File: config.mk
export PLATFORM = sky130hd
export DESIGN_NAME = oled_rect_fill_flat
export DESIGN_NICKNAME = d
export VERILOG_FILES = /design/src/rtl/oled_rect_fill_if.sv /design/src/rtl/oled_rect_fill.sv /design/src/flat_wrapper.sv
export SDC_FILE = /design/constraint.sdc
export NUM_CORES = 1
export LEC_CHECK = 0
export CAP_MARGIN = 30
export CORE_ASPECT_RATIO = 2
export CORE_MARGIN = 2
export CORE_UTILIZATION = 23
export CTS_CLUSTER_SIZE = 12
export DETAILED_ROUTE_END_ITERATION = 10
export PLACE_DENSITY = 0.49
export RECOVER_POWER = 50
export SETUP_SLACK_MARGIN = 0.4
export SLEW_MARGIN = 20
export SYNTH_ARGS = -nofsm -noshare
export SYNTH_HDL_FRONTEND = slang
export SYNTH_SLANG_ARGS = --single-unit
export TNS_END_PERCENT = 10
File: constraint.sdc
create_clock -name clk -period 7.25 [get_ports clk]
set_input_delay 2.175 -clock clk [delete_from_list [all_inputs] [get_ports clk]]
set_output_delay 2.175 -clock clk [all_outputs]
set_load 0.02 [all_outputs]
File: src/rtl/oled_rect_fill_if.sv
// Request and output byte-stream bundle for the rectangle-fill generator.
// The slave modport is the generator's view: it takes rectangle requests and
// produces the command/pixel byte stream. The master modport is the opposite side.
interface oled_rect_fill_if;
  logic       req_valid;
  logic       req_ready;
  logic [6:0] req_x0;
  logic [5:0] req_y0;
  logic [6:0] req_x1;
  logic [5:0] req_y1;
  logic [7:0] req_color;

  logic       out_valid;
  logic       out_ready;
  logic [7:0] out_byte;
  logic       out_dc;
  logic       out_last;

  modport slave (
    input  req_valid,
    output req_ready,
    input  req_x0,
    input  req_y0,
    input  req_x1,
    input  req_y1,
    input  req_color,
    output out_valid,
    input  out_ready,
    output out_byte,
    output out_dc,
    output out_last
  );

  modport master (
    output req_valid,
    input  req_ready,
    output req_x0,
    output req_y0,
    output req_x1,
    output req_y1,
    output req_color,
    input  out_valid,
    output out_ready,
    input  out_byte,
    input  out_dc,
    input  out_last
  );
endinterface

File: src/rtl/oled_rect_fill.sv
// Filled-rectangle byte-stream generator for the SSD1331 OLED driver.
// Takes one (x0,y0,x1,y1,colour) request, emits the six window commands
// (0x15 x0 x1 0x75 y0 y1, dc=0) and then one RGB332 colour byte per pixel
// (dc=1), flagging the final byte with out_last. All stream outputs come
// straight from flops so they hold still while the consumer stalls.
module oled_rect_fill #(
  parameter int WIDTH  = 96,
  parameter int HEIGHT = 64
) (
  input  logic              clk,
  input  logic              reset,
  oled_rect_fill_if.slave   bus,
  output logic              busy,
  output logic              err
);

  typedef enum logic [1:0] {
    IDLE = 2'd0,
    CMD  = 2'd1,
    DATA = 2'd2
  } state_t;

  state_t      state_q, state_d;
  logic [6:0]  x0_q, x0_d;
  logic [6:0]  x1_q, x1_d;
  logic [5:0]  y0_q, y0_d;
  logic [5:0]  y1_q, y1_d;
  logic [7:0]  color_q, color_d;
  logic [2:0]  cmd_idx_q, cmd_idx_d;
  logic [12:0] pix_cnt_q, pix_cnt_d;
  logic        out_valid_q, out_valid_d;
  logic [7:0]  out_byte_q, out_byte_d;
  logic        out_dc_q, out_dc_d;
  logic        out_last_q, out_last_d;
  logic        busy_q, busy_d;
  logic        err_q, err_d;

  logic        out_fire;
  logic        req_ok;
  logic [6:0]  y1_wide;
  logic [12:0] span_x;
  logic [12:0] span_y;
  logic [12:0] pix_total;
  logic [2:0]  next_idx;
  logic [7:0]  next_cmd_byte;

  assign out_fire  = out_valid_q && bus.out_ready;

  // y1 is widened so the bound check against HEIGHT stays meaningful for any
  // panel height, not just ones that fill the 6-bit coordinate range.
  assign y1_wide   = {1'b0, bus.req_y1};
  assign req_ok    = (bus.req_x0 <= bus.req_x1) &&
                     (bus.req_y0 <= bus.req_y1) &&
                     (bus.req_x1 < 7'(WIDTH)) &&
                     (y1_wide < 7'(HEIGHT));

  // Pixel count is formed at acceptance; 96x64 = 6144 fits in 13 bits.
  assign span_x    = 13'(bus.req_x1) - 13'(bus.req_x0) + 13'd1;
  assign span_y    = 13'(bus.req_y1) - 13'(bus.req_y0) + 13'd1;
  assign pix_total = span_x * span_y;

  assign next_idx  = cmd_idx_q + 3'd1;

  assign bus.req_ready = (state_q == IDLE);
  assign bus.out_valid = out_valid_q;
  assign bus.out_byte  = out_byte_q;
  assign bus.out_dc    = out_dc_q;
  assign bus.out_last  = out_last_q;
  assign busy          = busy_q;
  assign err           = err_q;

  // Select the command byte that follows the one currently on the output.
  always_comb begin
    next_cmd_byte = 8'h15;
    case (next_idx)
      3'd1:    next_cmd_byte = {1'b0, x0_q};
      3'd2:    next_cmd_byte = {1'b0, x1_q};
      3'd3:    next_cmd_byte = 8'h75;
      3'd4:    next_cmd_byte = {2'b00, y0_q};
      3'd5:    next_cmd_byte = {2'b00, y1_q};
      default: next_cmd_byte = 8'h15;
    endcase
  end

  // Next-state and next-output logic; output flops only change on acceptance
  // or on a downstream handshake, which keeps them stable across stalls.
  always_comb begin
    state_d     = state_q;
    x0_d        = x0_q;
    x1_d        = x1_q;
    y0_d        = y0_q;
    y1_d        = y1_q;
    color_d     = color_q;
    cmd_idx_d   = cmd_idx_q;
    pix_cnt_d   = pix_cnt_q;
    out_valid_d = out_valid_q;
    out_byte_d  = out_byte_q;
    out_dc_d    = out_dc_q;
    out_last_d  = out_last_q;
    busy_d      = busy_q;
    err_d       = 1'b0;

    case (state_q)
      IDLE: begin
        if (bus.req_valid) begin
          if (req_ok) begin
            x0_d        = bus.req_x0;
            x1_d        = bus.req_x1;
            y0_d        = bus.req_y0;
            y1_d        = bus.req_y1;
            color_d     = bus.req_color;
            pix_cnt_d   = pix_total;
            cmd_idx_d   = 3'd0;
            out_valid_d = 1'b1;
            out_byte_d  = 8'h15;
            out_dc_d    = 1'b0;
            out_last_d  = 1'b0;
            busy_d      = 1'b1;
            state_d     = CMD;
          end else begin
            err_d = 1'b1;
          end
        end
      end

      CMD: begin
        if (out_fire) begin
          if (cmd_idx_q == 3'd5) begin
            out_byte_d = color_q;
            out_dc_d   = 1'b1;
            out_last_d = (pix_cnt_q == 13'd1);
            state_d    = DATA;
          end else begin
            cmd_idx_d  = next_idx;
            out_byte_d = next_cmd_byte;
          end
        end
      end

      DATA: begin
        if (out_fire) begin
          if (out_last_q) begin
            out_valid_d = 1'b0;
            out_byte_d  = 8'h00;
            out_dc_d    = 1'b0;
            out_last_d  = 1'b0;
            busy_d      = 1'b0;
            pix_cnt_d   = 13'd0;
            cmd_idx_d   = 3'd0;
            state_d     = IDLE;
          end else begin
            pix_cnt_d  = pix_cnt_q - 13'd1;
            out_last_d = (pix_cnt_q == 13'd2);
          end
        end
      end

      default: begin
        state_d = IDLE;
      end
    endcase
  end

  // State and output registers; reset abandons any rectangle in flight.
  always_ff @(posedge clk or posedge reset) begin
    if (reset) begin
      state_q     <= IDLE;
      x0_q        <= 7'd0;
      x1_q        <= 7'd0;
      y0_q        <= 6'd0;
      y1_q        <= 6'd0;
      color_q     <= 8'd0;
      cmd_idx_q   <= 3'd0;
      pix_cnt_q   <= 13'd0;
      out_valid_q <= 1'b0;
      out_byte_q  <= 8'd0;
      out_dc_q    <= 1'b0;
      out_last_q  <= 1'b0;
      busy_q      <= 1'b0;
      err_q       <= 1'b0;
    end else begin
      state_q     <= state_d;
      x0_q        <= x0_d;
      x1_q        <= x1_d;
      y0_q        <= y0_d;
      y1_q        <= y1_d;
      color_q     <= color_d;
      cmd_idx_q   <= cmd_idx_d;
      pix_cnt_q   <= pix_cnt_d;
      out_valid_q <= out_valid_d;
      out_byte_q  <= out_byte_d;
      out_dc_q    <= out_dc_d;
      out_last_q  <= out_last_d;
      busy_q      <= busy_d;
      err_q       <= err_d;
    end
  end

endmodule

File: src/flat_wrapper.sv
// flat-port wrapper written by rule: the top's interface ports become plain ports
module oled_rect_fill_flat 
#(
  parameter int WIDTH  = 96,
  parameter int HEIGHT = 64
)
  (clk, reset, busy, err, bus_req_valid, bus_req_ready, bus_req_x0, bus_req_y0, bus_req_x1, bus_req_y1, bus_req_color, bus_out_valid, bus_out_ready, bus_out_byte, bus_out_dc, bus_out_last);
  oled_rect_fill_if bus_i ();
  input  logic clk;
  input  logic reset;
  output logic busy;
  output logic err;
  input wire logic [$bits(bus_i.req_valid)-1:0] bus_req_valid;
  output wire logic [$bits(bus_i.req_ready)-1:0] bus_req_ready;
  input wire logic [$bits(bus_i.req_x0)-1:0] bus_req_x0;
  input wire logic [$bits(bus_i.req_y0)-1:0] bus_req_y0;
  input wire logic [$bits(bus_i.req_x1)-1:0] bus_req_x1;
  input wire logic [$bits(bus_i.req_y1)-1:0] bus_req_y1;
  input wire logic [$bits(bus_i.req_color)-1:0] bus_req_color;
  output wire logic [$bits(bus_i.out_valid)-1:0] bus_out_valid;
  input wire logic [$bits(bus_i.out_ready)-1:0] bus_out_ready;
  output wire logic [$bits(bus_i.out_byte)-1:0] bus_out_byte;
  output wire logic [$bits(bus_i.out_dc)-1:0] bus_out_dc;
  output wire logic [$bits(bus_i.out_last)-1:0] bus_out_last;
  assign bus_i.req_valid = bus_req_valid;
  assign bus_req_ready = bus_i.req_ready;
  assign bus_i.req_x0 = bus_req_x0;
  assign bus_i.req_y0 = bus_req_y0;
  assign bus_i.req_x1 = bus_req_x1;
  assign bus_i.req_y1 = bus_req_y1;
  assign bus_i.req_color = bus_req_color;
  assign bus_out_valid = bus_i.out_valid;
  assign bus_i.out_ready = bus_out_ready;
  assign bus_out_byte = bus_i.out_byte;
  assign bus_out_dc = bus_i.out_dc;
  assign bus_out_last = bus_i.out_last;
  oled_rect_fill #(.WIDTH(WIDTH), .HEIGHT(HEIGHT)) u_core (.clk(clk), .reset(reset), .bus(bus_i), .busy(busy), .err(err));
endmodule
* After elaboration in Yosys (flattened, before gate mapping)
Cells that the tools add are included.
Storage, ports and cells: flip-flop bits (word level) 64, latch bits 0, RAM bits 0, ROM bits 0, bits of input ports 38, output and inout bits 14, logic and storage cells 101, memories 0
Cells by class: $add $sub $neg 6, $mul 1, divide/modulo/power cells 0, $lt $le $gt $ge 4, equality and inequality tests 17, shift operators 0, multiplexer cells 45, bitwise operators 0, reductions and logical operators 15
Operators with widths (count):
- $mux W13 | 4
- $mux W8 | 6
- $pmux W7 S5 | 1
- $add A13 B1 Y13 const B | 2
- $pmux W13 S2 | 1
- $pmux W8 S3 | 1
- $mux W3 | 6
- $reduce_and A6 Y1 | 3
- $mux W1 | 15
- $reduce_and A7 Y1 | 2
- $eq A13 B1 Y1 const B | 1
- $eq A13 B2 Y1 const B | 1
- $mul A13 B13 Y13 | 1
- $sub A13 B1 Y13 const B | 1
- $mux W2 | 6
- $ne A2 B1 Y1 const B | 5
- $eq A3 B3 Y1 const B | 3
- $pmux W3 S3 | 1
- $sub A7 B7 Y8 | 1
- $le A7 B7 Y1 | 1
- $lt A6 B7 Y1 const B | 1
- $lt A7 B7 Y1 const B | 1
- $sub A6 B6 Y7 | 1
- $eq A3 B2 Y1 const B | 2
- other kinds (16) | 21

* Depth between registers and ports, before layout
Gate-level depths: netlist (run 1).
depth in word-level cells 7, gate-level depth with buffers 29, depth with buffers taken out 29

* Least setup slack after synthesis (run 1)
No wires, ideal clock.
kind input to register, start input bus_req_x1[0], end register u_core.pix_cnt_q[12], library setup time 0.125 ns, arrival time 8.856 ns, data required time 7.125 ns, slack -1.731 ns, cell stages on the path 28, buffers on the path 1, cell sequence inv_1 ha_1 fa_1 clkbuf_1 nor2b_1 o22ai_1 xnor2_1 nand4_1 or3_1 xor2_1 nor2_1 fa_1 inv_1 fa_1 inv_1 fa_1 fa_1 inv_1 fa_1 inv_1 ha_1 or2_2 a21oi_1 a21oi_1 xnor2_1 xnor3_1 xnor3_1 o21ai_1
Between the ends: word-level cells in the longest chain between the ends 6, elaborated cells between the ends (all ways) 13, those cells by class add/sub: 2; mul: 1; order compare: 2; eq/ne: 1; mux: 3; reduce/logical: 4
Ends and longest elaborated chain:
- start: declaration | line flat_wrapper.sv:17 | input wire logic [$bits(bus_i.req_x1)-1:0] bus_req_x1;
- $sub A7 B7 Y8 / $le A7 B7 Y1 (equally long branches) | line oled_rect_fill.sv:58, oled_rect_fill.sv:52
- $add A13 B1 Y13 / $logic_and A1 B1 Y1 (equally long branches) | line oled_rect_fill.sv:58, oled_rect_fill.sv:52
- $mul A13 B13 Y13 / $logic_and A1 B1 Y1 (equally long branches) | line oled_rect_fill.sv:60, oled_rect_fill.sv:53
- $mux W13 / $logic_and A1 B1 Y1 (equally long branches) | line oled_rect_fill.sv:106, oled_rect_fill.sv:54
- $mux W13 / $ne A2 B1 Y1 (equally long branches)
- $pmux W13 S2 / $reduce_and A4 Y1 (equally long branches)
- end signal: assignment | line oled_rect_fill.sv:189 | pix_cnt_q <= pix_cnt_d;
- end: declaration | line oled_rect_fill.sv:30 | logic [12:0] pix_cnt_q, pix_cnt_d;
Parallel ways exist; a longest one is shown, timed or not. The select of a mux whose other input is x is not followed. A chain may end at the register's enable or synchronous reset.

* Worst setup path in the final report (run 1)
start input bus_req_x0[3], end register u_core.pix_cnt_q[12]
Between the ends: word-level cells in the longest chain between the ends 6, elaborated cells between the ends (all ways) 12, those cells by class add/sub: 2; mul: 1; order compare: 1; eq/ne: 1; mux: 3; reduce/logical: 4
Ends and longest elaborated chain:
- start: declaration | line flat_wrapper.sv:15 | input wire logic [$bits(bus_i.req_x0)-1:0] bus_req_x0;
- $sub A7 B7 Y8 / $le A7 B7 Y1 (equally long branches) | line oled_rect_fill.sv:58, oled_rect_fill.sv:52
- $add A13 B1 Y13 / $logic_and A1 B1 Y1 (equally long branches) | line oled_rect_fill.sv:58, oled_rect_fill.sv:52
- $mul A13 B13 Y13 / $logic_and A1 B1 Y1 (equally long branches) | line oled_rect_fill.sv:60, oled_rect_fill.sv:53
- $mux W13 / $logic_and A1 B1 Y1 (equally long branches) | line oled_rect_fill.sv:106, oled_rect_fill.sv:54
- $mux W13 / $ne A2 B1 Y1 (equally long branches)
- $pmux W13 S2 / $reduce_and A4 Y1 (equally long branches)
Parallel ways exist; a longest one is shown, timed or not. The select of a mux whose other input is x is not followed.

==> results of run 1 <==
-- cell families (layout without fill, tap and decap cells) --
family,after synthesis,count (layout),share of synthesized area (%)
multiplexers,44,44,7.10
XOR/XNOR,44,44,6.76
buffers and inverters,147,326,8.22
adder cells (fa/ha/maj),111,111,25.4
flip-flops,64,64,23.1
AO/OA/AOI/OAI,140,140,13.6
AND/OR/NAND/NOR,209,209,15.9
-- final cells by class --
class | count | area, µm²
Sequential cell | 64 | 1600
Multi-Input combinational cell | 548 | 5330
Clock inverter | 6 | 108
Clock buffer | 10 | 229
Fill cell | 3158 | 20200
Timing Repair Buffer | 194 | 1570
Inverter | 116 | 445
Tap cell | 368 | 460
-- per-stage QoR --
| step | instance area [µm²] | worst slack [ps] | setup TNS, ps | hold slack [ps] |
|---|---|---|---|---|
| after floorplan | 7050 | -965 | -3470 | 471 |
| after global placement | 8820 | -1780 | -10370 | 473 |
| after detailed placement | 8820 | -1900 | -11120 | 480 |
| after CTS | 9580 | -890 | -3460 | 492 |
| after global routing | 9750 | -1120 | -5200 | 518 |
| final | 9750 | -900 | -3630 | 485 |
-- registers in the layout (all words and copies together), names as in the netlist --
signal                cells
u_core.bus.out_byte       8
u_core.pix_cnt_q         13
u_core.x0_q               7
u_core.y1_q               6
u_core.bus.out_last       1
u_core.color_q            8
u_core.y0_q               6
u_core.bus.out_valid      1
u_core.x1_q               7
u_core.bus.out_dc         1
u_core.state_q            2
u_core.err                1
u_core.cmd_idx_q          3
-- worst reg2reg max path, delay by kind of cell, from the launching register on --
family / cells / cell delay, ps
DFF: 1 / 400
adders and majority gates: 1 / 620
AOI/OAI and AO/OA: 2 / 400
and+or+nand+nor: 2 / 1180
buffers and inverters: 1 / 90
-- cells in the final DEF, fill, tap and decap left out, types with 8 or more instances in the layout --
| cell type | netlist | final |
|---|---|---|
| and2_1 | 22 | 18 |
| dfrtp_1 | 64 | 64 |
| xnor2_1 | 30 | 19 |
| buf_4 | 2 | 139 |
| dlygate4sd2_1 | 0 | 8 |
| o21ai_0 | 32 | 26 |
| ha_1 | 61 | 44 |
| a21oi_1 | 25 | 21 |
| inv_1 | 116 | 102 |
| nor2_1 | 31 | 27 |
| inv_2 | 0 | 11 |
| nand3_1 | 8 | 8 |
| o21ai_1 | 5 | 10 |
| fa_1 | 50 | 44 |
| nor3_1 | 15 | 13 |
| mux2_2 | 42 | 42 |
| clkbuf_16 | 0 | 9 |
| ha_4 | 0 | 13 |
| clkdlybuf4s50_1 | 0 | 31 |
| nand2_1 | 71 | 70 |
-- repair_timing --
action                     in CTS  in global routing
cloned                          0                  0
setup endpoints to repair       9                  8
pin swaps                      47                 34
hold buffers                    0                  0
setup buffers                  13                  5
resized for setup              99                 36
-- per-layer routing --
layer,up-vias,global-route usage (%)
li1,2922,-
met1,2931,16.1
met2,107,22.1
met3,17,2.27
met4,0,1.57
met5,-,0
-- worst paths after layout --
path                                         from                     end  depth (start not counted)
max                                 bus_req_x0[3]    u_core.pix_cnt_q[12]                         27
min                        u_core.bus.out_byte[4]  u_core.bus.out_byte[4]                          2
max reg2reg                     u_core.state_q[0]     u_core.cmd_idx_q[1]                          6
min reg2reg                u_core.bus.out_byte[4]  u_core.bus.out_byte[4]                          2
max in group asynchronous                   reset  u_core.bus.out_byte[6]                          3
min in group asynchronous                   reset     u_core.pix_cnt_q[9]                          3
==> flow_summary.toml, run 1 <==
[synth]
yosysTopAreaCell = "dfrtp_1"
async_reset_ff_share_pct = 100
synth.area.top_cells = "dfrtp_1 (23%), fa_1 (14%), ha_1 (11%)"
ys_types = 73
ys_ff_latch = 64
yosysWarnings = 0
synth_most_common_cell = "inv_1"
ys_seq_area_share_pct = 23.1
synth_edf_count = 0
synth_fp_nets = 908
synth_top_area_share_pct = 23.1
synth_cells = 759
synth_flop_cell = "dfrtp_1"
syn_area_um2 = 6940
syn_area_per_cell_um2 = 9.15
synth_common_cells = "inv_1 (116), nand2_1 (71), dfrtp_1 (64)"

[sta]
fin_skew_ps = 8.02
timing.fmax_mhz = 123
fin_crit_sh_pct = 112
slew_headroom_pct = -136
hold_viol = 0
report.final.slew_viol_count = 65
fin_ws_ps = -900
post-route-min-period_ps = 8150
worst_slew_pin_slew_ps = 3540
rsz0062_at_grt = "yes"
finalSetupViolCount = 7

[worst_setup_path]
r2r_slack_ps = 4460
worstSetupPathType = "in2reg"
critical_path.max_stage_delay_ps = 550
start_kind = "input port"
cpMaxStageDelayCell = "fa_1"
cp.required_ps = 7470
cp_top_family = "adder cells"
critPathArrivalTime_ps = 8370
crit_path_end_kind = "flip-flop"
path_buf_inv = 7
worstPathMaxFanout = 6

[layout]
finish.utilization_pct = 32.5
drive_gt1_share_pct = 32.3
areaGrowthSynthToFinish_pct = 40.4
finalNonFillerCells = 1306
num_antenna_cells = 0
layout.nets = 1082

[route]
firstDrtPassIters = 4
viasPerCell = 4.58
avgRoutedWirePerCell_um = 15.1
wirelength_um = 19800
m1WireLength_um = 8820
postRouteAntennaNets = 0
dr.max_layer_used = "met4"
remaining_drc_errors = 0
dr_total_vias = 5977
met2WireLength_um = 10100
wl_met3_um = 643
drt_iter0_drc = 308

[placement]
place_inst = 1272
dp_hpwl_um = 15800
port_buffers = 51
gp_congestion = 0.829

[floorplan]
design.core.area_um2 = 30000
io_pins = 52
die_x_um = 127
start_util_pct = 23.2
die-area_um2 = 31700
die_h_um = 250
placementRows = 90

[global_routing]
grt_max_degree = 65
grt_pass1_wl_um = 32000
overflow = 0
grt_pass1_vias = 6312
antenna_found_initial = 0
grt_util_all_layers_pct = 12.4

[min_path]
hold_class = "reg2reg"

[cts]
cts_buffer_depth = 2
cts_max_level = 3
cts_buffers = 9
cts_root_buffer = "clkbuf_16"
clock_latency_ps = 330
cts_sinks = 64
path_clk_slew_ps = 60
cts_tree = "yes"

[run_status]
violations = "capacitance limit, slew limit, setup timing"
status = "complete, but fails checks"

[flow_run]
drv_cap = 1
Power of run 1 is not shown: default switching activity piles up to over one toggle a cycle in this logic, so the estimate is an artifact.
==> run 2, diff against run 1 <==
--- a/config.mk
+++ b/config.mk
@@ -5,6 +5,7 @@
 export SDC_FILE = /design/constraint.sdc
 export NUM_CORES = 1
 export LEC_CHECK = 0
+export ABC_CLOCK_PERIOD_IN_PS = 7250
 export CAP_MARGIN = 30
 export CORE_ASPECT_RATIO = 2
 export CORE_MARGIN = 2
==> results of run 2 <==
No change in the layout: final DEF, timing and power equal those of run 1.
Power of run 2 is left out for the same reason.
==> run 3, diff against run 2 <==
--- a/config.mk
+++ b/config.mk
@@ -9,12 +9,13 @@
 export CAP_MARGIN = 30
 export CORE_ASPECT_RATIO = 2
 export CORE_MARGIN = 2
-export CORE_UTILIZATION = 23
+export CORE_UTILIZATION = 65
 export CTS_CLUSTER_SIZE = 12
 export DETAILED_ROUTE_END_ITERATION = 10
-export PLACE_DENSITY = 0.49
+export PLACE_DENSITY = 0.95
 export RECOVER_POWER = 50
 export SETUP_SLACK_MARGIN = 0.4
+export SKIP_CTS_REPAIR_TIMING = 1
 export SLEW_MARGIN = 20
 export SYNTH_ARGS = -nofsm -noshare
 export SYNTH_HDL_FRONTEND = slang
==> run 3 against run 2 <==
  * The run now fails in 5_1_grt
  * Area after synthesis unchanged
  * Synthesized cell count unchanged
==> flow_summary.toml, run 3 <==
[sta]
crit_endpoint = "u_core.pix_cnt_q[12]$_DFFE_PP0P_/D"
worstEpCategory = "register input"

[synth]
synth_edf_count = 0
yosysWarnings = 0
synth_top_area_share_pct = 23.1
syn_area_um2 = 6940
ys_ff_latch = 64
synth_fp_nets = 908
syn_area_per_cell_um2 = 9.15
async_reset_ff_share_pct = 100
ys_seq_area_share_pct = 23.1
synth.area.top_cells = "dfrtp_1 (23%), fa_1 (14%), ha_1 (11%)"
synth_cells = 759
ys_types = 73
synth_most_common_cell = "inv_1"
synth_common_cells = "inv_1 (116), nand2_1 (71), dfrtp_1 (64)"
yosysTopAreaCell = "dfrtp_1"
synth_flop_cell = "dfrtp_1"

[placement]
postPlaceCellArea_um2 = 8450
port_buffers = 51
gp_congestion = 0.993
dp_hpwl_um = 17500

[floorplan]
start_util_pct = 66.3
die_x_um = 77.1
io_pins = 52
die_h_um = 150
placementRows = 53

[global_routing]
grt_max_degree = 65
grt_util_all_layers_pct = 67.7
overflow = 22

[cts]
cts_sinks = 64
cts_buffer_depth = 2
cts_root_buffer = "clkbuf_16"
cts_buffers = 9
cts_max_level = 3

[run_status]
stop_stage = "5_1_grt"
tool.error = "[ERROR GRT-0232] Routing congestion too high. Check the congestion heatmap in the GUI."
status = "stopped before the end"
==> run 3: layer usage <==
layer / GRT usage [%] / overflow
met1: 67.6 / 0
met2: 90.5 / 15
met3: 41.6 / 0
met4: 73.4 / 7
met5: 1.82 / 0
==> run 3: cell families after synthesis <==
group / after synthesis / share of synthesized area (%)
flops: 64 / 23.1
simple gates: 209 / 15.9
xor+xnor: 44 / 6.76
compound gates: 140 / 13.6
fa+ha+maj: 111 / 25.4
mux: 44 / 7.10
buf+inv: 147 / 8.22
==> run 3: metrics by stage <==
step	std cells	setup slack, ps	TNS, ps
floorplan	759	-965	-3470
global placement	1029	-1670	-9670
detailed placement	1029	-2110	-12310
CTS	1045	-1930	-11100
==> run 4, diff against run 3 <==
--- a/config.mk
+++ b/config.mk
@@ -7,14 +7,11 @@
 export LEC_CHECK = 0
 export ABC_CLOCK_PERIOD_IN_PS = 7250
 export CAP_MARGIN = 30
-export CORE_ASPECT_RATIO = 2
 export CORE_MARGIN = 2
-export CORE_UTILIZATION = 65
-export CTS_CLUSTER_SIZE = 12
+export CORE_UTILIZATION = 40
 export DETAILED_ROUTE_END_ITERATION = 10
-export PLACE_DENSITY = 0.95
+export PLACE_DENSITY_LB_ADDON = 0.15
 export RECOVER_POWER = 50
-export SETUP_SLACK_MARGIN = 0.4
 export SKIP_CTS_REPAIR_TIMING = 1
 export SLEW_MARGIN = 20
 export SYNTH_ARGS = -nofsm -noshare
==> run 4 against run 3 <==
  * The flow now finishes, with violations (capacitance limit, slew limit, setup timing)
==> flow_summary.toml, run 4 (synthesis results as in run 1) <==
[worst_setup_path]
crit_path_end_kind = "flip-flop"
worstSetupPathType = "in2reg"
critPathArrivalTime_ps = 8330
reg2regPathDepth = 6
crit_end = "u_core.pix_cnt_q[12]"
start_kind = "input port"
r2r_slack_ps = 4440
cp.required_ps = 7460
cp-startpoint = "bus_req_x1[0]"
r2r-end = "u_core.cmd_idx_q[0]"
worstPathMaxFanout = 5
r2r-start = "u_core.state_q[0]"

[sta]
rsz0062_at_grt = "yes"
fin_ws_ps = -862
hold_viol = 0
fin_crit_sh_pct = 112
fin_skew_ps = 5.84
slew_headroom_pct = -142
report.final.slew_viol_count = 65
post-route-min-period_ps = 8110
timing.fmax_mhz = 123
finalSetupViolCount = 7
worst_slew_pin_slew_ps = 3630

[cts]
cts_sinks = 64
cts_max_level = 3
cts_buffers = 9
cts_root_buffer = "clkbuf_16"
clock_latency_ps = 340
cts_tree = "yes"
cts_buffer_depth = 2
path_clk_slew_ps = 60

[placement]
place_inst = 1136
gp_congestion = 0.887
port_buffers = 51
dp_hpwl_um = 14700
dp_slack_ps = -1850

[route]
firstDrtPassIters = 5
remaining_drc_errors = 0
dr_total_vias = 6032
avgRoutedWirePerCell_um = 16.2
wirelength_um = 18900
postRouteAntennaNets = 0
viasPerCell = 5.20
drt_iter0_drc = 239

[floorplan]
die_x_um = 136
io_pins = 52
die_h_um = 136
start_util_pct = 40.6
placementRows = 48
die-area_um2 = 18400
design.core.area_um2 = 17100

[flow_run]
drv_cap = 1

[layout]
largest_reg_flops = 13
multi_input_area_um2 = 5330
final_common_cell = "buf_4"
areaGrowthSynthToFinish_pct = 38.1
final_cell_mix = "buf_4 (138), inv_1 (106), nand2_1 (68)"
ff_latch_area_um2 = 1600
layout.nets = 1080
finish.utilization_pct = 56.0
drive_gt1_share_pct = 32.1
fillers = 1552
largest_register = "u_core.pix_cnt_q"
finalNonFillerCells = 1161
num_antenna_cells = 0

[min_path]
whs_path_depth = 1
hold_class = "reg2reg"

[global_routing]
overflow = 0
grt_max_degree = 65
grt_pass1_wl_um = 30300
antenna_found_initial = 0
grt_util_all_layers_pct = 20.8
grt_pass1_vias = 6176

[run_status]
status = "complete, but fails checks"
violations = "capacitance limit, slew limit, setup timing"
## run 4: critical path, stage by stage
cell and delay [ps]:
buf_8 90, inv_8 30, ha_4 150, fa_2 440, nor2b_4 200, o221ai_4 130
a21boi_2 160, o31ai_2 90, or3_4 430, xor2_4 250, nor2_4 70, fa_1 530
inv_1 50, fa_1 530, inv_2 60, fa_1 490, fa_1 510, inv_2 40
fa_1 510, inv_2 50, ha_4 230, or2_4 220, a21oi_2 150, a21oi_2 50
xnor2_1 180, xnor3_1 240, xnor3_1 210, o21ai_1 50
## run 4: layer usage
metal	share of wire, %	routed length (µm)	vias up	global-route usage, %
met5	0	0	-	0
met4	1.9	359	0	5.56
met3	3.0	569	25	3.33
met2	50	9510	110	35.9
met1	45	8420	2985	27.2
li1	-	-	2912	-
## run 4: layout make-up
cell class	instances	area share [%]
multi-input combinational	548	55.6
timing repair buffer	192	16.7
sequential	64	16.7
inverter	116	4.62
tap	225	2.94
clock buffer	10	2.49
clock inverter	6	0.953
## run 4: how the worst min path moves through the flow
stage,from,end,slack [ps]
finish,u_core.bus.out_byte[0],u_core.bus.out_byte[0],500
global route,u_core.bus.out_byte[7],u_core.bus.out_byte[7],510
CTS,u_core.bus.out_byte[3],u_core.bus.out_byte[3],500
detailed placement,u_core.bus.out_byte[3],u_core.bus.out_byte[3],480
global placement,u_core.bus.out_byte[7],u_core.bus.out_byte[7],480
floorplan,u_core.pix_cnt_q[10],u_core.pix_cnt_q[10],470
## run 4: stage by stage
stage / area [µm²] / hold WS, ps / setup TNS [ps]
after detailed placement: 8690 / 480 / -11010
after CTS: 9020 / 502 / -8080
after global routing: 9590 / 512 / -4970
final: 9590 / 498 / -3130
after global placement: 8690 / 477 / -10300
after floorplan: 7050 / 471 / -3470
Power of run 4 is left out for the same reason.
